===== src/rtl/jk_cmd_gen.sv =====
// jk_cmd_gen -- turns two bouncy push buttons ("set", "clear") into single
// one-cycle J/K commands for a downstream JK flip-flop.
//
// Each button is synchronized and debounced. A press of one button waits up
// to PAIR_WINDOW cycles for the other button. If both are pressed together
// the result is a toggle (J=K=1). A lone set gives J, and a lone clear gives K.
// After a command the block holds until both buttons are released.
//
// Ports:
//   iClk     clock, rising edge
//   iRst     synchronous active-high reset
//   iBtnSet  raw set button (asynchronous, bouncy)
//   iBtnClr  raw clear button (asynchronous, bouncy)
//   oJ, oK   registered one-cycle command pulse
//   oBusy    high in any state other than IDLE

// Per-button front end. It contains a 2-flop synchronizer, a debounce counter
// and a press detector.
module jk_cmd_gen_db #(
  parameter int DEBOUNCE_CYCLES = 16
) (
  input  logic iClk,
  input  logic iRst,
  input  logic iBtn,
  output logic oLvl,
  output logic oPress
);
  localparam int CNT_W = 8;

  logic             sync1_q, sync2_q;
  logic             lvl_q, lvl_d, lvl_prev_q;
  logic [CNT_W-1:0] cnt_q, cnt_d;

  // The stable level follows the synchronized input only after the input has
  // disagreed with it for DEBOUNCE_CYCLES cycles in a row. Any cycle in which
  // the two agree restarts the count.
  always_comb begin
    lvl_d = lvl_q;
    cnt_d = '0;
    if (sync2_q != lvl_q) begin
      if (cnt_q == CNT_W'(DEBOUNCE_CYCLES - 1)) begin
        lvl_d = sync2_q;
      end else begin
        cnt_d = cnt_q + CNT_W'(1);
      end
    end
  end

  always_ff @(posedge iClk) begin
    if (iRst) begin
      sync1_q    <= 1'b0;
      sync2_q    <= 1'b0;
      lvl_q      <= 1'b0;
      lvl_prev_q <= 1'b0;
      cnt_q      <= '0;
    end else begin
      sync1_q    <= iBtn;
      sync2_q    <= sync1_q;
      lvl_q      <= lvl_d;
      lvl_prev_q <= lvl_q;
      cnt_q      <= cnt_d;
    end
  end

  assign oLvl   = lvl_q;
  assign oPress = lvl_q & ~lvl_prev_q;  // high for one cycle after a 0->1 change
endmodule

module jk_cmd_gen #(
  parameter int DEBOUNCE_CYCLES = 16,
  parameter int PAIR_WINDOW     = 4
) (
  input  logic iClk,
  input  logic iRst,
  input  logic iBtnSet,
  input  logic iBtnClr,
  output logic oJ,
  output logic oK,
  output logic oBusy
);
  localparam int NUM_CH = 2;
  localparam int CH_SET = 0;
  localparam int CH_CLR = 1;
  localparam int WIN_W  = 8;

  typedef enum logic [2:0] {IDLE, WAIT_CLR, WAIT_SET, EMIT, HOLD} state_e;

  logic [NUM_CH-1:0] btn, lvl, press;

  assign btn = {iBtnClr, iBtnSet};

  for (genvar g = 0; g < NUM_CH; g++) begin : g_ch
    jk_cmd_gen_db #(.DEBOUNCE_CYCLES(DEBOUNCE_CYCLES)) u_db (
      .iClk   (iClk),
      .iRst   (iRst),
      .iBtn   (btn[g]),
      .oLvl   (lvl[g]),
      .oPress (press[g])
    );
  end

  state_e           state_q, state_d;
  logic [WIN_W-1:0] win_q, win_d;
  logic [1:0]       code_q, code_d;    // {J, K} latched for EMIT
  logic             j_q, k_q;

  // A WAIT state lasts PAIR_WINDOW cycles. The window counter counts down
  // from PAIR_WINDOW, and the FSM leaves the WAIT state on the cycle the
  // counter would reach 0. A partner press on that last cycle still wins
  // over expiry, so the result is a toggle.
  always_comb begin
    state_d = state_q;
    win_d   = win_q;
    code_d  = code_q;
    case (state_q)
      IDLE: begin
        if (press[CH_SET] && press[CH_CLR]) begin
          state_d = EMIT;
          code_d  = 2'b11;
        end else if (press[CH_SET]) begin
          state_d = WAIT_CLR;
          win_d   = WIN_W'(PAIR_WINDOW);
        end else if (press[CH_CLR]) begin
          state_d = WAIT_SET;
          win_d   = WIN_W'(PAIR_WINDOW);
        end
      end
      WAIT_CLR: begin
        if (press[CH_CLR]) begin
          state_d = EMIT;
          code_d  = 2'b11;
        end else if (win_q <= WIN_W'(1)) begin
          state_d = EMIT;
          code_d  = 2'b10;
          win_d   = '0;
        end else begin
          win_d   = win_q - WIN_W'(1);
        end
      end
      WAIT_SET: begin
        if (press[CH_SET]) begin
          state_d = EMIT;
          code_d  = 2'b11;
        end else if (win_q <= WIN_W'(1)) begin
          state_d = EMIT;
          code_d  = 2'b01;
          win_d   = '0;
        end else begin
          win_d   = win_q - WIN_W'(1);
        end
      end
      EMIT:    state_d = HOLD;
      // Presses seen here are dropped. The FSM re-arms only after both
      // buttons are released.
      HOLD:    if (lvl == '0) state_d = IDLE;
      default: state_d = IDLE;
    endcase
  end

  always_ff @(posedge iClk) begin
    if (iRst) begin
      state_q <= IDLE;
      win_q   <= '0;
      code_q  <= '0;
      j_q     <= 1'b0;
      k_q     <= 1'b0;
    end else begin
      state_q <= state_d;
      win_q   <= win_d;
      code_q  <= code_d;
      // The output flops are loaded from the next state. The pulse therefore
      // lines up exactly with the EMIT cycle.
      j_q     <= (state_d == EMIT) & code_d[1];
      k_q     <= (state_d == EMIT) & code_d[0];
    end
  end

  assign oJ    = j_q;
  assign oK    = k_q;
  assign oBusy = (state_q != IDLE);
endmodule


===== config.mk =====
export PLATFORM = sky130hd
export DESIGN_NAME = jk_cmd_gen
export DESIGN_NICKNAME = d
export VERILOG_FILES = /design/src/rtl/jk_cmd_gen.sv
export SDC_FILE = /design/constraint.sdc
export NUM_CORES = 1
export LEC_CHECK = 0
export CAP_MARGIN = 40
export CORE_MARGIN = 5
export CORE_UTILIZATION = 53
export CTS_CLUSTER_SIZE = 40
export DETAILED_ROUTE_END_ITERATION = 12
export GPL_ROUTABILITY_DRIVEN = 0
export PLACE_DENSITY = 0.74
export SYNTH_ARGS = -nofsm -noshare
export SYNTH_HDL_FRONTEND = slang
export SYNTH_HIERARCHICAL = 1
export SYNTH_SLANG_ARGS = --single-unit
export TNS_END_PERCENT = 20

===== constraint.sdc =====
create_clock -name iClk -period 1.97 [get_ports iClk]
set_input_delay 0.4925 -clock iClk [delete_from_list [all_inputs] [get_ports iClk]]
set_output_delay 0.4925 -clock iClk [all_outputs]
set_load 0.01 [all_outputs]

==> results.md <==
* Dpl hpwl at 2720 um
* Die height at 68.7 um
* Max Fanout on Critical Path at 5
* Total grt overflow at 0
* Post-CTS Setup Inserts at 0
* Vias in the first global route at 1593
* # DRC at 0
* Synthesized area at 0.00183 mm2
* DR pass1 iterations at 5
* IO Port Bufs at 6
* Min-delay worst type: reg -> reg
* Critical path's largest stage delay at 0.55 ns
* Peak VDD IR at ~510 uV
* Hold Path Depth at 1
* Critical path class: reg -> reg
* Grt met2 use at 33.1%
* Initial drt markers at between 90 and 100
* Inst Count DP at roughly 270
* Final worst setup slack at -0.00188 ns
* Hold-fix buffers, CTS at 0
* CP most frequent cell: or4_4
* Worst-Skew Late Latency at around 0.35 ns
* Total Power at between 1500 and 2000 uW
* Clk buf depth at 2
* Number of CTS-inserted buffers at 5
* Power Dens Cells at 931 mW/mm2
* Post-DR wirelength/cell at 13.7 um
* Nets at 237
* Antenna Nets Post-Route at 0
* Core ar. at 0.00334 mm2
* Post-synth cell types at 40
* Failing checks: negative setup slack
* Fin Setup TNS at -0.00188 ns
* Final wirelength at 3770 um
* Worst-Margin Slew at 0.414 ns
* Critical path cell sequence: or4_4, or4_4, or4_4, a211oi_2
* Fillers at 302
* Die area at 0.00472 mm2
* Min-delay src: g_ch[1].u_db/sync1_q
* Initial Utilization at 54.7%
* Num rows at 21
* Reg2reg setup slack at -0.002 ns
* GR Layer Usage met1 at about a fifth
* Synth Instances at 210
* Net Count, Synth at 218
* Ant diodes at 0
* Pin count of the biggest net entering global routing at 23
* Yosys warns at 6
* Startpoint types: flip-flop
* WHS Endpoint: g_ch[1].u_db/sync2_q
* Avg Cell Area, Syn at 8.69 um2
* Layout cell share with drive strength beyond 1 at 19.7%
* R2R Path End: win_q[7]
* Via-to-Cell Ratio at 5.85
* Slowest cell on crit path: or4_4
* Global-route wire length before repair at 6710 um
* CTS sink count at 39
* Relative slew margins at a little over 70%
* Worst-path clk slew at 0.11 ns
* Gr busiest metal: met2
* Crit path capture type: flip-flop
* Maxcap violations at 0
* WP data arrival at 2.24 ns
* Clock skew at 0.00978 ns
* Worst EP required at 2.24 ns
* Sequential fraction of the synthesis area at 42.8%
* Crit path time final at 1.97 ns
* Chip Width at 68.7 um
* RSZ-0062 raised after global routing: yes
* LEAKAGE at 0.000786 uW
* Initial antenna violation count at 0
* Root Buffer: clkbuf_4
* Hold Vio Cnt, Final at 0
* Fin util at 64.0%
* M3 GR Usage at 5.02%
* CTS tree: built
* Vias post-DR at 1609
* # setup viols final at 1
* #FFs+latches synth at 39
* H-tree depth at 2
* Fmax at between 500 and 600 MHz
* Fin crit share at 100%
* Ports at 7
* Gr usage total at 18.9%
* Reg2reg start: win_q[5]
* Status: complete, but fails checks
* Final Max Tran Viols at 0
* R2R cell count at 4
* Area Overhead vs Synth at 16.9%
* Final instance count without filler cells at between 200 and 300
## registers in the layout, summed over array words and instances (netlist names)
name and cells:
code_q 2, g_ch.u_db/cnt_q 16, g_ch.u_db/lvl_prev_q 2, g_ch.u_db/oLvl 2, g_ch.u_db/sync1_q 2, g_ch.u_db/sync2_q 2
oJ 1, oK 1, state_q 3, win_q 8
## power by group
part | switching (uW) | internal, uW
combinational | 323 | 344
sequential | 61.5 | 841
clock | 253 | 165
## kinds of logic (layout without fill, tap and decap cells)
| group | after synthesis | after routing | share of synthesized area, % |
|---|---|---|---|
| and+or+nand+nor | 80 | 80 | 25.2 |
| AOI/OAI and AO/OA | 56 | 56 | 21.2 |
| DFF | 39 | 39 | 42.8 |
| buffers and inverters | 25 | 44 | 5.21 |
| xor gates and xnor gates | 6 | 6 | 2.88 |
| adders and majority gates | 4 | 4 | 2.74 |
## worst max-delay path by stage
stage,start,to,slack [ns],cells after the start
6_report,win_q[5],win_q[7],-0.002,4
5_1_grt,win_q[4],win_q[7],-0.08,4
4_1_cts,win_q[4],win_q[7],-0.06,4
3_5_place_dp,win_q[4],win_q[7],-0.09,4
3_3_place_gp,win_q[4],win_q[7],-0.04,4
2_1_floorplan,win_q[4],win_q[7],-0.08,5
## stage by stage
stage | setup slack, ns | instance area (um2) | hold slack, ns
finish | -0.00188 | 2130 | 0.450
global route | -0.0817 | 2130 | 0.475
CTS | -0.0639 | 2090 | 0.455
detailed placement | -0.0938 | 2020 | 0.430
global placement | -0.0400 | 2020 | 0.423
floorplan | -0.0850 | 1830 | 0.414
## synthesized netlist by cell type
library cell   n  area share (%)
nor3b_1        2            0.82
o311ai_0       1            0.48
o41ai_1        3             1.4
xor2_1         2            0.96
or4_2          1            0.48
o21bai_1       3             1.2
or4_1          6             2.5
o31ai_1        5             2.1
or4_4          2             1.2
buf_1          1            0.21
ha_1           4             2.7
a211o_1        1            0.48
nor2b_1        8             2.7
o211ai_1       2            0.82
o311a_2        1            0.62
a211oi_2       2             1.4
inv_1         17             3.5
o311a_1        1            0.55
a31oi_1        2            0.69
or4b_2         1            0.55
nand3_1       10             2.7
a21oi_1       13             3.6
a211oi_1       8             3.3
xnor2_1        4             1.9
nand2_1        8             1.6
a221o_1        2             1.1
nor4_1         2            0.69
nor3_1         3            0.82
nand4_1        4             1.4
buf_2          1            0.27
or2_2          1            0.34
nand2b_1       4             1.4
or3_2          3             1.2
dfxtp_1       39              43
or3_1         11             3.8
o21ai_0       10             2.7
clkbuf_1       6             1.2
nor2_1        14             2.9
o2111ai_1      1            0.48
o22ai_1        1            0.34
## worst max-delay path: cells and delay by family (launching register included)
kind               cells  cell delay, ns
DFF                    1            0.32
AOI/OAI and AO/OA      1            0.18
and+or+nand+nor        3            1.40
## cells in the final DEF (no fill, tap or decap), types with 6 or more instances in the layout
| cell type | n |
|---|---|
| or3_1 | 11 |
| nand2_1 | 8 |
| nor2_1 | 13 |
| buf_4 | 14 |
| inv_1 | 17 |
| o21ai_0 | 10 |
| a21oi_1 | 13 |
| nor2b_1 | 8 |
| or4_4 | 6 |
| dfxtp_1 | 36 |
| nand3_1 | 10 |
## layer usage
| metal | vias up | share of wire (%) | routed length (um) |
|---|---|---|---|
| met5 | - | 0 | 0 |
| met4 | 0 | 2.8 | 104 |
| li1 | 811 | - | - |
| met3 | 11 | 3.2 | 120 |
| met1 | 761 | 44 | 1660 |
| met2 | 26 | 50 | 1880 |
## what timing repair did
action                                 4_1_cts  5_1_grt
gates resized for setup                      8        9
gates cloned                                 0        0
pin swaps                                    0        2
setup endpoints to repair                    9        9
endpoints found under the hold margin        0        0
## area by class of cell
type	instances	area (um2)	share of cell area [%]
clock buffers	6	51.3	2.40
clock inverters	1	5.00	0.234
inverters	17	63.8	2.99
multi-input cells	146	1000	47.0
flip-flops and latches	39	790	37.0
well taps	46	57.6	2.70
repair buffers	20	164	7.68
Note: power is estimated with default switching activity, not from simulation.
